<file path="src/rtl/move_sequencer_pkg.sv">
// Shared state encodings and default unit select codes for the move sequencer.
package move_sequencer_pkg;

  typedef enum logic [2:0] {
    ST_IDLE  = 3'd0,
    ST_FETCH = 3'd1,
    ST_EXEC  = 3'd2,
    ST_IMM   = 3'd3,
    ST_HALT  = 3'd4
  } state_t;

  localparam int unsigned SEL_NULL  = 0;
  localparam int unsigned SEL_IR    = 1;
  localparam int unsigned SEL_IMM   = 11;
  localparam int unsigned SEL_FETCH = 12;

endpackage

</file>
<file path="src/rtl/move_sequencer_sel_onehot.sv">
// Unit select to one-hot enable vector; all-zero when not enabled.
module sel_onehot #(
  parameter int unsigned SEL_W = 4
) (
  input  logic               en,
  input  logic [SEL_W-1:0]   sel,
  output logic [2**SEL_W-1:0] onehot
);
  localparam int unsigned N = 2**SEL_W;

  assign onehot = en ? ({{(N-1){1'b0}}, 1'b1} << sel) : '0;

endmodule

</file>
<file path="src/rtl/move_sequencer.sv">
// Fetch/move sequencer: decodes captured instruction words into one-hot
// source output-enable and target input-enable buses.
module move_sequencer
  import move_sequencer_pkg::*;
#(
  parameter int unsigned DATA_WIDTH = 8,
  parameter int unsigned SEL_W      = 4,
  parameter int unsigned NULL_SEL   = SEL_NULL,
  parameter int unsigned IR_SEL     = SEL_IR,
  parameter int unsigned FETCH_SEL  = SEL_FETCH,
  parameter int unsigned IMM_SEL    = SEL_IMM
) (
  input  logic                  clk,
  input  logic                  rst_n,
  input  logic [DATA_WIDTH-1:0] i_ins,
  input  logic                  i_ins_valid,
  input  logic                  i_busy,
  input  logic                  i_resume,
  output logic [2**SEL_W-1:0]   o_unit_oen,
  output logic [2**SEL_W-1:0]   o_unit_ien,
  output logic                  o_imm,
  output logic                  o_halted
);

  state_t                state, next;
  logic [DATA_WIDTH-1:0] ins_q;
  logic [SEL_W-1:0]      src, dst, in_src, in_dst;
  logic [SEL_W-1:0]      oen_sel, ien_sel;
  logic                  oen_en, ien_en;

  assign src    = ins_q[2*SEL_W-1:SEL_W];
  assign dst    = ins_q[SEL_W-1:0];
  assign in_src = i_ins[2*SEL_W-1:SEL_W];
  assign in_dst = i_ins[SEL_W-1:0];

  always_ff @(posedge clk) begin
    if (!rst_n) begin
      state <= ST_IDLE;
      ins_q <= '0;
    end else begin
      state <= next;
      if (state == ST_FETCH && i_ins_valid) ins_q <= i_ins;
    end
  end

  always_comb begin
    next     = state;
    oen_sel  = '0;
    ien_sel  = '0;
    oen_en   = 1'b0;
    ien_en   = 1'b0;
    o_imm    = 1'b0;
    o_halted = 1'b0;
    case (state)
      ST_IDLE: next = ST_FETCH;
      ST_FETCH: begin
        oen_sel = SEL_W'(FETCH_SEL);
        ien_sel = SEL_W'(IR_SEL);
        oen_en  = 1'b1;
        ien_en  = 1'b1;
        if (i_ins_valid) begin
          if (in_src == SEL_W'(NULL_SEL) && in_dst == SEL_W'(NULL_SEL)) next = ST_HALT;
          else if (in_dst == SEL_W'(IR_SEL))                            next = ST_FETCH;
          else if (in_src == SEL_W'(IMM_SEL))                           next = ST_IMM;
          else                                                          next = ST_EXEC;
        end
      end
      ST_EXEC: begin
        oen_sel = src;
        ien_sel = dst;
        oen_en  = 1'b1;
        ien_en  = 1'b1;
        if (!i_busy) next = ST_FETCH;
      end
      // Immediate word streams straight from memory to dst; ins_q keeps the opcode.
      ST_IMM: begin
        oen_sel = SEL_W'(FETCH_SEL);
        ien_sel = dst;
        oen_en  = 1'b1;
        ien_en  = 1'b1;
        o_imm   = 1'b1;
        if (i_ins_valid && !i_busy) next = ST_FETCH;
      end
      ST_HALT: begin
        o_halted = 1'b1;
        if (i_resume) next = ST_FETCH;
      end
      default: next = ST_HALT;
    endcase
  end

  sel_onehot #(.SEL_W(SEL_W)) u_oen (.en(oen_en), .sel(oen_sel), .onehot(o_unit_oen));
  sel_onehot #(.SEL_W(SEL_W)) u_ien (.en(ien_en), .sel(ien_sel), .onehot(o_unit_ien));

endmodule

</file>
<file path="config.mk">
export PLATFORM = sky130hd
export DESIGN_NAME = move_sequencer
export DESIGN_NICKNAME = d
export VERILOG_FILES = /design/src/rtl/move_sequencer_pkg.sv /design/src/rtl/move_sequencer_sel_onehot.sv /design/src/rtl/move_sequencer.sv
export SDC_FILE = /design/constraint.sdc
export NUM_CORES = 1
export LEC_CHECK = 0
export CAP_MARGIN = 20
export CORE_UTILIZATION = 35
export CTS_BUF_LIST = sky130_fd_sc_hd__clkbuf_4
export DETAILED_ROUTE_END_ITERATION = 16
export PLACE_DENSITY = 0.77
export SLEW_MARGIN = 20
export SYNTH_ARGS = -nofsm -noshare
export SYNTH_HDL_FRONTEND = slang
export SYNTH_HIERARCHICAL = 1
export SYNTH_SLANG_ARGS = --single-unit
</file>
<file path="constraint.sdc">
create_clock -name clk -period 1.6 [get_ports clk]
set_input_delay 0.16 -clock clk [delete_from_list [all_inputs] [get_ports clk]]
set_output_delay 0.16 -clock clk [all_outputs]
set_load 0.01 [all_outputs]
</file>
==> key figures <==
Route
  • Antenna-violating nets left: 0
  • Final wirelength: 2910 um
  • Drc violations: 0
  • DRT Pass-1 Iters: 4
  • Vias per cell: just over 5
  • Detailed Route Iter0 Violations: 36
  • Vias after detailed routing: 1,151
  • WL/cell: 12.9 um

Floorplan
  • Starting Density: a little under two fifths
  • Die H: slightly above 50 um
  • Core Footprint: 2210 um2
  • Num rows: 17
  • Die X: 50.6 um
  • Ports: 47
  • Die ar.: 2560 um2

STA
  • Clock skew: 0.00182 ns
  • Period minus WS final: 1.85 ns
  • Final Worst Setup Slack: -0.248 ns
  • Final setup viols: 33
  • Fmax: 541 MHz
  • Hold violation total from the final report: 0
  • Worst-Margin Slew: 0.380 ns
  • RSZ-0062 raised after global routing: yes
  • Period utilisation layout: 116%
  • Slew Viols, Final: 0
  • Relative max-transition margin: 74.5%
  • Hold_ws: between 0.4 and 0.5 ns
  • Setup TNS Final: -5.58 ns

Power
  • Clock share of power: 22.7%
  • Switch share: a little under a third
  • PnR Total Power: 877 uW
  • Leak: 0.000709 uW
  • Maximum VDD drop: approximately 0.5 mV
  • Internal power: 609 uW
  • Sequential power share: 34.7%
  • Psw: between 200 and 300 uW
  • Pwr/cell area: 556 nW/um2
  • Comb pwr share: about 43%

Final layout
  • Commonest non-fill, non-tap cell in the layout: buf_2
  • Share of cells above drive strength 1: 56.1%
  • Layout area overhead: 91.1%
  • Nets: 212
  • # diodes: 0
  • Most frequent cells in the layout: 30 x buf_2, 24 x buf_4, 17 x nor2_2, 17 x nand2_1, 13 x clkdlybuf4s50_1
  • Fin util: 71.3%

Worst setup path
  • CP max stage cell: or3b_4
  • Worst path cell trace: nor2b_4, and3b_2, or3b_4, nor3_2, buf_2
  • Worst Path Arrival: 1.69 ns
  • Worst path buffer plus inverter count: 1
  • R2R depth: 5
  • Critical R2R Capture: state[1]
  • Kind of critical path: reg2out
  • Number of cells on the critical path: 5
  • CP delay by family, top: simple AND/OR/NAND/NOR gates
  • Critical path fanouts, max: 5
  • Crit path from: state[1]
  • Worst r2r src: state[1]
  • Worst EP required: 1.44 ns
  • Slowest stage delay, CP: 0.41 ns
  • Reg2reg setup slack: 0.19 ns
  • Worst Setup Start Kind: flop
  • Crit. End Element: output port

Run
  • Max cap viols: 0

Logic synthesis
  • Synth Cell Area: 826 um2
  • Post-Syn Instances: 124
  • Seq/Total Area, Yosys: about a quarter
  • Avg Cell Area, Syn: 6.66 um2
  • Yosys warns: 6
  • Synthesized flop and latch total: 11
  • Post-synth cell types: 30
  • Syn Nets: 137

Outcome
  • Failing checks: setup timing
  • Outcome: complete, but fails checks

Clock tree
  • CTS tree: yes
  • CTS Sinks: 11
  • Clock tree buffer depth: 2
  • H-tree level count: 1
  • CTS Hold Bufs: 0
  • CTS root buffer: clkbuf_4
  • Clock-pin slew on the worst setup and hold paths: 0.07 ns
  • Worst skew pair latency: 0.26 ns
  • Total CTS buffers: 3

Global routing
  • First-pass GRT wire length: 4840 um
  • Initial antenna violation count: 0
  • Largest net degree at the start of global routing: 11
  • Vias in the first global route: 1,130
  • Grt total ovfl: 0
  • Tot GR Track Use: 24.0%

Min path
  • Hold path cells: 2
  • Sink of the worst hold path: ins_q[2]
  • Hold Startpoint: ins_q[2]
  • Hold Path Class: reg2reg

Placed design
  • Port buffer count: 46
  • Dpl hpwl: 2020 um
  • Gpl congestion: 0.810
[worst register-to-register path, cell delays in order, from the launching register on]
cell	delay [ns]
dfxtp_4	0.37
buf_6	0.12
buf_4	0.14
nand4bb_1	0.20
or3_1	0.36
a31oi_1	0.15
[worst max-delay path by stage]
stage | end | slack, ns
floorplan | o_unit_oen[0] | 0.04
global placement | o_unit_ien[9] | -0.35
detailed placement | o_unit_oen[6] | -0.44
CTS | o_unit_oen[0] | -0.24
global route | o_unit_oen[0] | -0.31
finish | o_unit_oen[0] | -0.25
[power groups by stage]
stage | combinational, uW | sequential (uW) | clock, uW
3_3_place_gp | 266 | 305 | 0
5_1_grt | 403 | 305 | 222
4_1_cts | 331 | 303 | 207
3_5_place_dp | 273 | 306 | 0
6_report | 374 | 304 | 199
2_1_floorplan | 142 | 301 | 0
[area by class of cell]
| type | count | area (um2) |
|---|---|---|
| well taps | 28 | 35.0 |
| fillers | 178 | 634 |
| inverters | 2 | 7.51 |
| flip-flops and latches | 11 | 229 |
| clock buffers | 4 | 30.0 |
| repair buffers | 75 | 551 |
| multi-input cells | 106 | 726 |
[synth_stat cells]
cell       instances  share of area, %
a31oi_1            2               1.5
nand4bb_1          1               1.4
or3_1              1              0.76
nand2_1           19               8.6
clkbuf_1           3               1.4
nor2_1            26                12
nand3_1            2               1.2
a211o_1            1               1.1
and4b_1            1               1.2
nor4bb_1           1               1.2
or3b_4             2               2.7
nor3b_1            1              0.91
a21oi_1           10               6.1
nor3_1             8               4.8
buf_6              1               1.4
nor3_2             2               2.4
nor2_2             2               1.5
and2_1             5               3.8
nand2b_1           5               3.8
and3b_1            2               2.1
clkinv_1           1              0.45
buf_2              1              0.61
inv_1              1              0.45
a211oi_1           1              0.91
nor2b_1            4               3.0
nand3b_1           5               4.5
o21ai_0            3               1.8
dfxtp_1           11                27
nor4_1             1              0.76
and4_1             1               1.1
[through the flow]
step	setup WS [ns]	instances	instance area [um2]
after global routing	-0.310	226	1580
after floorplan	0.0438	124	836
after global placement	-0.347	210	1430
after CTS	-0.243	223	1460
after detailed placement	-0.444	210	1430
final	-0.248	226	1580
[repair_timing]
action | 4_1_cts | 5_1_grt
buffers inserted | 9 | 3
pin swaps | 11 | 10
resized for setup | 157 | 30
gates cloned | 0 | 0
endpoints found under the setup margin | 34 | 33
[metal layers]
metal	global-route usage, %	routed length [um]	vias to the layer above
li1	-	-	569
met1	26.9	1240	548
met2	45.8	1530	32
met3	3.64	131	2
met4	6.94	7	0
met5	0	0	-
[logic make-up (layout without fill, tap and decap cells)]
| logic type | Yosys count | count (layout) | synth area share, % |
|---|---|---|---|
| buf+inv | 7 | 81 | 4.24 |
| simple gates | 89 | 89 | 57.7 |
| compound gates | 17 | 17 | 11.4 |
| flops | 11 | 11 | 26.7 |
[registers in the layout, indices dropped and copies added, names as in the netlist]
name,cells
state,3
ins_q,8
Note: power is estimated with default switching activity, not from simulation.
